**config.mk**
```make
export PLATFORM = sky130hd
export DESIGN_NAME = instr_encoder_flat
export DESIGN_NICKNAME = d
export VERILOG_FILES = /design/src/rtl/instr_encoder_if.sv /design/src/rtl/instr_encoder.sv /design/src/flat_wrapper.sv
export SDC_FILE = /design/constraint.sdc
export NUM_CORES = 1
export LEC_CHECK = 0
export CORE_MARGIN = 1
export CORE_UTILIZATION = 44
export DETAILED_ROUTE_END_ITERATION = 7
export PLACE_DENSITY_LB_ADDON = 0.2
export SLEW_MARGIN = 20
export SYNTH_ARGS = -nofsm -noshare
export SYNTH_HDL_FRONTEND = slang
export SYNTH_SLANG_ARGS = --single-unit
export TNS_END_PERCENT = 50
```
**constraint.sdc**
```tcl
create_clock -name clk -period 2 [get_ports clk]
set_input_delay 0.4 -clock clk [delete_from_list [all_inputs] [get_ports clk]]
set_output_delay 0.4 -clock clk [all_outputs]
set_load 0.05 [all_outputs]
```
**src/rtl/instr_encoder_if.sv**
```systemverilog
// ---------------------------------------------------------------------------
// instr_encoder_if
// Bundle input handshake plus instruction-memory write port of the
// instruction encoder.
//   master : front end that supplies field bundles (drives in_*, observes
//            in_ready and the memory write port)
//   slave  : the encoder itself
// Signals:
//   in_valid/in_ready           bundle handshake
//   in_op                       instruction class (0..9 legal)
//   in_rs/in_rt/in_rd/in_shamt  register and shift fields
//   in_funct                    R-type function code
//   in_imm                      I-type immediate
//   in_target                   J-type target
//   in_last                     bundle is the final instruction
//   imem_we/imem_addr/imem_wdata instruction memory write port
// ---------------------------------------------------------------------------
interface instr_encoder_if #(
    parameter int ADDR_W = 8
);
    logic              in_valid;
    logic              in_ready;
    logic [3:0]        in_op;
    logic [4:0]        in_rs;
    logic [4:0]        in_rt;
    logic [4:0]        in_rd;
    logic [4:0]        in_shamt;
    logic [5:0]        in_funct;
    logic [15:0]       in_imm;
    logic [25:0]       in_target;
    logic              in_last;
    logic              imem_we;
    logic [ADDR_W-1:0] imem_addr;
    logic [31:0]       imem_wdata;

    modport master (
        output in_valid, in_op, in_rs, in_rt, in_rd, in_shamt,
               in_funct, in_imm, in_target, in_last,
        input  in_ready, imem_we, imem_addr, imem_wdata
    );

    modport slave (
        input  in_valid, in_op, in_rs, in_rt, in_rd, in_shamt,
               in_funct, in_imm, in_target, in_last,
        output in_ready, imem_we, imem_addr, imem_wdata
    );
endinterface

```
**src/rtl/instr_encoder.sv**
```systemverilog
// ---------------------------------------------------------------------------
// instr_encoder
// Packs field bundles into 32-bit MIPS instruction words and writes them to
// consecutive instruction-memory addresses starting at BASE_ADDR.
// Ports:
//   clk, rst_n  clock (rising edge) and asynchronous active-low reset
//   start       pulse: (re)arm, pointer back to BASE_ADDR
//   bus         instr_encoder_if.slave: bundle handshake + imem write port
//   busy        high in ACCEPT or WRITE
//   done        high in DONE or ERROR
//   err         error flag; err_code 01 illegal class, 10 overflow,
//               11 illegal funct
//   word_count  words written since last start
// Optional build macro: ENCODER_FIELD_CHECK_EN -- restricts R-type funct to
// ADD/SUB/AND/OR/SLT; anything else is rejected with err_code 11.
// ---------------------------------------------------------------------------
module instr_encoder #(
    parameter int IMEM_DEPTH = 256,
    parameter int ADDR_W     = 8,
    parameter int BASE_ADDR  = 0
) (
    input  logic                clk,
    input  logic                rst_n,
    input  logic                start,
    instr_encoder_if.slave      bus,
    output logic                busy,
    output logic                done,
    output logic                err,
    output logic [1:0]          err_code,
    output logic [ADDR_W:0]     word_count
);
    typedef enum logic [2:0] {
        S_IDLE,
        S_ACCEPT,
        S_WRITE,
        S_DONE,
        S_ERROR
    } state_t;

    localparam logic [ADDR_W-1:0] FIRST_ADDR = ADDR_W'(BASE_ADDR);
    localparam logic [ADDR_W-1:0] LAST_ADDR  = ADDR_W'(BASE_ADDR + IMEM_DEPTH - 1);
    localparam logic [ADDR_W-1:0] PTR_ONE    = ADDR_W'(1);
    localparam logic [ADDR_W:0]   CNT_ONE    = (ADDR_W+1)'(1);

    state_t            state_q, state_d;
    logic [ADDR_W-1:0] ptr_q, ptr_d;
    logic [ADDR_W:0]   count_q, count_d;
    logic [ADDR_W-1:0] addr_q, addr_d;
    logic [31:0]       wdata_q, wdata_d;
    logic              last_q, last_d;
    logic              err_q, err_d;
    logic [1:0]        code_q, code_d;

    // Encoder for the bundle currently presented
    logic        class_ok;
    logic        funct_ok;
    logic [31:0] enc_word;

    always_comb begin
        class_ok = 1'b1;
        enc_word = '0;
        case (bus.in_op)
            4'd0: enc_word = {6'b000000, bus.in_rs, bus.in_rt, bus.in_rd,
                              bus.in_shamt, bus.in_funct};
            4'd1: enc_word = {6'b000010, bus.in_target};
            4'd2: enc_word = {6'b000100, bus.in_rs, bus.in_rt, bus.in_imm};
            4'd3: enc_word = {6'b100011, bus.in_rs, bus.in_rt, bus.in_imm};
            4'd4: enc_word = {6'b101011, bus.in_rs, bus.in_rt, bus.in_imm};
            4'd5: enc_word = {6'b001000, bus.in_rs, bus.in_rt, bus.in_imm};
            4'd6: enc_word = {6'b001010, bus.in_rs, bus.in_rt, bus.in_imm};
            4'd7: enc_word = {6'b001100, bus.in_rs, bus.in_rt, bus.in_imm};
            4'd8: enc_word = {6'b001101, bus.in_rs, bus.in_rt, bus.in_imm};
            4'd9: enc_word = {6'b001110, bus.in_rs, bus.in_rt, bus.in_imm};
            default: class_ok = 1'b0;
        endcase
    end

`ifdef ENCODER_FIELD_CHECK_EN
    // Only the ALU functions the main decoder understands are allowed;
    // funct is irrelevant for every non-R class.
    always_comb begin
        funct_ok = 1'b1;
        if (bus.in_op == 4'd0) begin
            case (bus.in_funct)
                6'b100000, 6'b100010, 6'b100100,
                6'b100101, 6'b101010: funct_ok = 1'b1;
                default:              funct_ok = 1'b0;
            endcase
        end
    end
`else
    assign funct_ok = 1'b1;
`endif

    always_comb begin
        state_d = state_q;
        ptr_d   = ptr_q;
        count_d = count_q;
        addr_d  = addr_q;
        wdata_d = wdata_q;
        last_d  = last_q;
        err_d   = err_q;
        code_d  = code_q;
        case (state_q)
            S_IDLE, S_DONE, S_ERROR, S_ACCEPT: begin
                // start wins over a same-cycle bundle in ACCEPT
                if (start) begin
                    state_d = S_ACCEPT;
                    ptr_d   = FIRST_ADDR;
                    count_d = '0;
                    err_d   = 1'b0;
                    code_d  = 2'b00;
                end else if (state_q == S_ACCEPT && bus.in_valid) begin
                    if (!class_ok) begin
                        state_d = S_ERROR;
                        err_d   = 1'b1;
                        code_d  = 2'b01;
                    end else if (!funct_ok) begin
                        state_d = S_ERROR;
                        err_d   = 1'b1;
                        code_d  = 2'b11;
                    end else begin
                        state_d = S_WRITE;
                        addr_d  = ptr_q;
                        wdata_d = enc_word;
                        last_d  = bus.in_last;
                    end
                end
            end
            S_WRITE: begin
                // start is deliberately not looked at here
                ptr_d   = ptr_q + PTR_ONE;
                count_d = count_q + CNT_ONE;
                if (last_q) begin
                    state_d = S_DONE;
                end else if (ptr_q == LAST_ADDR) begin
                    state_d = S_DONE;
                    err_d   = 1'b1;
                    code_d  = 2'b10;
                end else begin
                    state_d = S_ACCEPT;
                end
            end
            default: state_d = S_IDLE;
        endcase
    end

    always_ff @(posedge clk or negedge rst_n) begin
        if (!rst_n) begin
            state_q <= S_IDLE;
            ptr_q   <= FIRST_ADDR;
            count_q <= '0;
            addr_q  <= '0;
            wdata_q <= '0;
            last_q  <= 1'b0;
            err_q   <= 1'b0;
            code_q  <= 2'b00;
        end else begin
            state_q <= state_d;
            ptr_q   <= ptr_d;
            count_q <= count_d;
            addr_q  <= addr_d;
            wdata_q <= wdata_d;
            last_q  <= last_d;
            err_q   <= err_d;
            code_q  <= code_d;
        end
    end

    assign bus.in_ready   = (state_q == S_ACCEPT);
    assign bus.imem_we    = (state_q == S_WRITE);
    assign bus.imem_addr  = addr_q;
    assign bus.imem_wdata = wdata_q;
    assign busy           = (state_q == S_ACCEPT) || (state_q == S_WRITE);
    assign done           = (state_q == S_DONE) || (state_q == S_ERROR);
    assign err            = err_q;
    assign err_code       = code_q;
    assign word_count     = count_q;
endmodule

```
**src/flat_wrapper.sv**
```systemverilog
// flat-port wrapper written by rule: the top's interface ports become plain ports
module instr_encoder_flat 
#(
    parameter int IMEM_DEPTH = 256,
    parameter int ADDR_W     = 8,
    parameter int BASE_ADDR  = 0
)
  (clk, rst_n, start, busy, done, err, err_code, word_count, bus_in_valid, bus_in_op, bus_in_rs, bus_in_rt, bus_in_rd, bus_in_shamt, bus_in_funct, bus_in_imm, bus_in_target, bus_in_last, bus_in_ready, bus_imem_we, bus_imem_addr, bus_imem_wdata);
  instr_encoder_if #(.ADDR_W(ADDR_W)) bus_i ();
  input  logic clk;
  input  logic rst_n;
  input  logic start;
  output logic busy;
  output logic done;
  output logic err;
  output logic [1:0] err_code;
  output logic [ADDR_W:0] word_count;
  input wire logic [$bits(bus_i.in_valid)-1:0] bus_in_valid;
  input wire logic [$bits(bus_i.in_op)-1:0] bus_in_op;
  input wire logic [$bits(bus_i.in_rs)-1:0] bus_in_rs;
  input wire logic [$bits(bus_i.in_rt)-1:0] bus_in_rt;
  input wire logic [$bits(bus_i.in_rd)-1:0] bus_in_rd;
  input wire logic [$bits(bus_i.in_shamt)-1:0] bus_in_shamt;
  input wire logic [$bits(bus_i.in_funct)-1:0] bus_in_funct;
  input wire logic [$bits(bus_i.in_imm)-1:0] bus_in_imm;
  input wire logic [$bits(bus_i.in_target)-1:0] bus_in_target;
  input wire logic [$bits(bus_i.in_last)-1:0] bus_in_last;
  output wire logic [$bits(bus_i.in_ready)-1:0] bus_in_ready;
  output wire logic [$bits(bus_i.imem_we)-1:0] bus_imem_we;
  output wire logic [$bits(bus_i.imem_addr)-1:0] bus_imem_addr;
  output wire logic [$bits(bus_i.imem_wdata)-1:0] bus_imem_wdata;
  assign bus_i.in_valid = bus_in_valid;
  assign bus_i.in_op = bus_in_op;
  assign bus_i.in_rs = bus_in_rs;
  assign bus_i.in_rt = bus_in_rt;
  assign bus_i.in_rd = bus_in_rd;
  assign bus_i.in_shamt = bus_in_shamt;
  assign bus_i.in_funct = bus_in_funct;
  assign bus_i.in_imm = bus_in_imm;
  assign bus_i.in_target = bus_in_target;
  assign bus_i.in_last = bus_in_last;
  assign bus_in_ready = bus_i.in_ready;
  assign bus_imem_we = bus_i.imem_we;
  assign bus_imem_addr = bus_i.imem_addr;
  assign bus_imem_wdata = bus_i.imem_wdata;
  instr_encoder #(.IMEM_DEPTH(IMEM_DEPTH), .ADDR_W(ADDR_W), .BASE_ADDR(BASE_ADDR)) u_core (.clk(clk), .rst_n(rst_n), .start(start), .bus(bus_i), .busy(busy), .done(done), .err(err), .err_code(err_code), .word_count(word_count));
endmodule
```
==> results.rst <==
.. list-table::
   :header-rows: 1

   * - Metric
     - Value
   * - Result of the run
     - completed
   * - Global Route Usage Sum
     - 0.231
   * - Number of vias in the routed layout
     - 3,110
   * - Dominant register cell in the synthesized netlist
     - sky130_fd_sc_hd__dfrtp_1
   * - Wire per inst
     - 15.6 um
   * - Number of optimization iterations in the first detailed-route pass
     - 7
   * - Die width
     - 88.6 um
   * - Top cells by area in the synthesized netlist
     - sky130_fd_sc_hd__dfrtp_1 48%, sky130_fd_sc_hd__a21oi_1 5.3%, sky130_fd_sc_hd__a222oi_1 4.9%
   * - Fin crit period
     - 1960 ps
   * - Met1 Usage GRT
     - 0.302
   * - Clk pwr share
     - 0.190
   * - Net count of the mapped netlist
     - 406
   * - Final clock skew
     - 8.16 ps
   * - Die boundary height
     - 88.6 um
   * - Worst Tran Pin Value
     - 526 ps
   * - Number of buffer and inverter stages on the critical path
     - 1
   * - Number of failing setup endpoints in the final timing report
     - 0
   * - Final Wtd Congestion
     - 0.766
   * - Chain of cells forming the critical path
     - clkdlybuf4s50_1
   * - Bufs on Longest Clock Path
     - 2
   * - Cell class contributing the biggest share of worst-path delay
     - buffers and inverters
   * - Total Nets Final
     - 551
   * - Class of the tightest hold or removal check
     - in2async
   * - Vias in the first global route
     - 2,880
   * - Sequential cell area
     - 0.00158 sq mm
   * - Sequential share of power
     - 0.345
   * - Area occupied by multi-input gates
     - 0.00150 sq mm
   * - Number of cells on the critical path
     - 1
   * - Grt ovf
     - 0
   * - Ratio of cells with drive above 1 in the final layout
     - 0.151
   * - Finished layout cell area
     - 0.00504 sq mm
   * - Net switching power figure
     - 2.04 mW
   * - Core footprint
     - 0.00725 sq mm
   * - Most used routing layer
     - met2
   * - Worst relative slew slack
     - 0.648
   * - RSZ-0062 raised after global routing
     - no
   * - Initial detailed-routing violation count
     - 230
   * - Sw frac
     - 0.413
   * - Area of placed instances
     - 0.00486 sq mm
   * - Seq cells post-synth
     - 63
   * - Antenna Nets Post-Route
     - 0
   * - Number of buffer cells added on primary ports
     - 131
   * - Synthesized area per cell
     - 10.1 sq um
   * - Worst hold slack across all endpoints
     - 412 ps
   * - Placement-stage worst setup slack
     - -101 ps
   * - Cell count after synthesis
     - 327
   * - Final count of hold timing violations
     - 0
   * - Largest stage delay on the critical path
     - 820 ps
   * - Path depth of the worst reg2reg path
     - 6
   * - Crit path required time
     - 1600 ps
   * - Clock Latency Late Sink
     - 340 ps
   * - Number of distinct standard cells referenced by the synthesized netlist
     - 57
   * - Number of CTS-inserted buffers
     - 9
   * - Final cycle utilization of the critical path
     - 0.979
   * - Cell area after technology mapping
     - 0.00330 sq mm
   * - Detailed Route WL
     - 8980 um
   * - H-Tree Level Count
     - 3
   * - Synth-to-layout area growth
     - 52.8%
   * - First-pass GRT wire length
     - 13,900 um
   * - Combinational fraction of design power
     - 0.464
   * - Critical-path top delay cell
     - sky130_fd_sc_hd__clkdlybuf4s50_1
   * - Total power draw
     - 4.94 mW
   * - Startpoint class of the critical path
     - register
   * - Int Power
     - 2.90 mW
   * - Antenna Diode Count
     - 0
   * - Areal power density over the cells
     - 979 mW/mm^2
   * - Maximum fanout encountered on the critical timing path
     - 4
   * - Number of enable-type register cells in the synthesized netlist
     - 0
   * - GR Layer Usage met2
     - 0.385
   * - Post-Route Setup TNS
     - 0 ps
   * - Final core utilization
     - 0.696
   * - Maximum Capacitance Violations
     - 0
   * - Post-detailed-route DRC marker count
     - 0
   * - Share of flip-flops with an asynchronous set or reset after synthesis
     - 1.00
   * - Worst setup EP type
     - primary output
   * - GR Util met3
     - 0.0420
   * - Top cell type's share of synthesized area
     - 0.478
   * - Maximum clock rate
     - 511 MHz
   * - CP Class
     - reg2out
   * - Clock-pin transition on the worst setup and hold timing paths
     - 60 ps
   * - Register area share after synthesis
     - 0.478
   * - Placed Instances
     - 558
   * - TritonCTS clock tree
     - built
   * - Worst supply voltage drop on vdd
     - 0.457 mV
   * - Via count normalized by instance count
     - 5.41
   * - Fillers
     - 576
   * - Library cell with the largest summed area after synthesis
     - sky130_fd_sc_hd__dfrtp_1
   * - Die area
     - 0.00785 sq mm
   * - Final worst slack
     - 42.2 ps
   * - Cell row count
     - 31
   * - Maximum number of pins on one net before global-route repair
     - 40
   * - Arrival time of data at the critical path endpoint
     - 1560 ps
   * - Synth warn
     - 0
   * - Starting Density
     - 0.455
   * - Antenna violations before repair
     - 0
   * - Root buffer cell
     - sky130_fd_sc_hd__clkbuf_8
   * - Final count of pins violating max slew
     - 0
   * - Post-detailed-placement half-perimeter wirelength
     - 6430 um
   * - Clock Sinks
     - 63
   * - Number of I/O pins
     - 133
   * - Final std cells w/o fill
     - 575
   * - Static leakage
     - 2.15 nW
-- placed cells by master (no fill, tap or decap), types with 3 or more instances in the layout --
master / count
sky130_fd_sc_hd__nand4_1: 7
sky130_fd_sc_hd__mux2i_1: 8
sky130_fd_sc_hd__dfrtp_1: 61
sky130_fd_sc_hd__clkbuf_1: 4
sky130_fd_sc_hd__a222oi_1: 16
sky130_fd_sc_hd__a31oi_1: 13
sky130_fd_sc_hd__a21oi_1: 35
sky130_fd_sc_hd__nand2b_1: 7
sky130_fd_sc_hd__a22o_1: 3
sky130_fd_sc_hd__mux2_2: 10
sky130_fd_sc_hd__and3_1: 6
sky130_fd_sc_hd__nor2_1: 39
sky130_fd_sc_hd__nand3_1: 16
sky130_fd_sc_hd__nand2_1: 19
sky130_fd_sc_hd__o21ai_0: 5
sky130_fd_sc_hd__clkdlybuf4s50_1: 120
sky130_fd_sc_hd__buf_4: 29
sky130_fd_sc_hd__and2_1: 4
sky130_fd_sc_hd__buf_12: 10
sky130_fd_sc_hd__clkbuf_8: 10
sky130_fd_sc_hd__inv_1: 5
-- state kept, by name, summed over array words and instances (netlist names) --
name / cells
u_core.bus.imem_addr: 8
u_core.bus.imem_wdata: 31
u_core.err: 1
u_core.err_code: 2
u_core.last_q: 1
u_core.ptr_q: 8
u_core.state_q: 3
u_core.word_count: 9
-- routing by layer --
| metal | routed length [um] | share of wire | vias up |
|---|---|---|---|
| met5 | 0 | 0 | - |
| met4 | 143 | 0.016 | 0 |
| met3 | 590 | 0.066 | 13 |
| met2 | 4500 | 0.50 | 112 |
| met1 | 3740 | 0.42 | 1486 |
| li1 | - | - | 1499 |
-- worst paths after layout --
kind                       slack (ps)                    start                  endpoint
max in group asynchronous        1150                    rst_n      u_core.word_count[7]
min reg2reg                       510  u_core.bus.imem_addr[4]   u_core.bus.imem_addr[4]
min in group clk                  510  u_core.bus.imem_addr[4]   u_core.bus.imem_addr[4]
max reg2reg                       250        u_core.state_q[0]           u_core.ptr_q[3]
min                               410                    rst_n  u_core.bus.imem_wdata[7]
max                                40     u_core.word_count[8]             word_count[8]
-- area by class of cell --
cell class / count / share of cell area
well taps: 99 / 0.0246
multi-input cells: 229 / 0.297
repair buffers: 163 / 0.329
clock inverters: 1 / 0.000992
flip-flops and latches: 63 / 0.313
clock buffers: 14 / 0.0303
inverters: 6 / 0.00496
-- kinds of logic after synthesis --
family / count (synthesis) / share of synthesized area
compound gates: 89 / 0.183
xor+xnor: 4 / 0.0129
fa+ha+maj: 2 / 0.00758
buf+inv: 35 / 0.0679
flops: 63 / 0.478
mux: 18 / 0.0584
other cells: 1 / 0.00114
simple gates: 115 / 0.192
-- what timing repair did --
| action | 4_1_cts | 5_1_grt |
|---|---|---|
| hold endpoints to repair | 1 | 0 |
| setup buffers | 1 | 0 |
| gates resized for setup | 2 | 2 |
| hold buffers | 1 | 0 |
| setup endpoints to repair | 1 | 2 |
-- power groups by stage --
stage / clock [mW] / combinational, mW / sequential (mW)
2_1_floorplan: 0 / 0.542 / 2.58
3_3_place_gp: 0 / 2.27 / 1.71
3_5_place_dp: 0 / 2.30 / 1.73
4_1_cts: 0.966 / 2.31 / 1.71
5_1_grt: 1.02 / 2.42 / 1.73
6_report: 0.941 / 2.29 / 1.70
-- cell usage after synthesis, types with 3 or more instances --
master                     instances
sky130_fd_sc_hd__dfrtp_1          63
sky130_fd_sc_hd__nor2_1           39
sky130_fd_sc_hd__a21oi_1          35
sky130_fd_sc_hd__nand2_1          19
sky130_fd_sc_hd__a222oi_1         16
sky130_fd_sc_hd__nand3_1          16
sky130_fd_sc_hd__a31oi_1          13
sky130_fd_sc_hd__buf_2            12
sky130_fd_sc_hd__mux2_2           10
sky130_fd_sc_hd__mux2i_1           8
sky130_fd_sc_hd__buf_6             7
sky130_fd_sc_hd__nand2b_1          7
sky130_fd_sc_hd__nand4_1           7
sky130_fd_sc_hd__and3_1            6
sky130_fd_sc_hd__buf_4             6
sky130_fd_sc_hd__inv_1             5
sky130_fd_sc_hd__o21ai_0           5
sky130_fd_sc_hd__and2_1            4
sky130_fd_sc_hd__a22o_1            3
sky130_fd_sc_hd__clkbuf_1          3
Note: power is estimated with default switching activity, not from simulation.
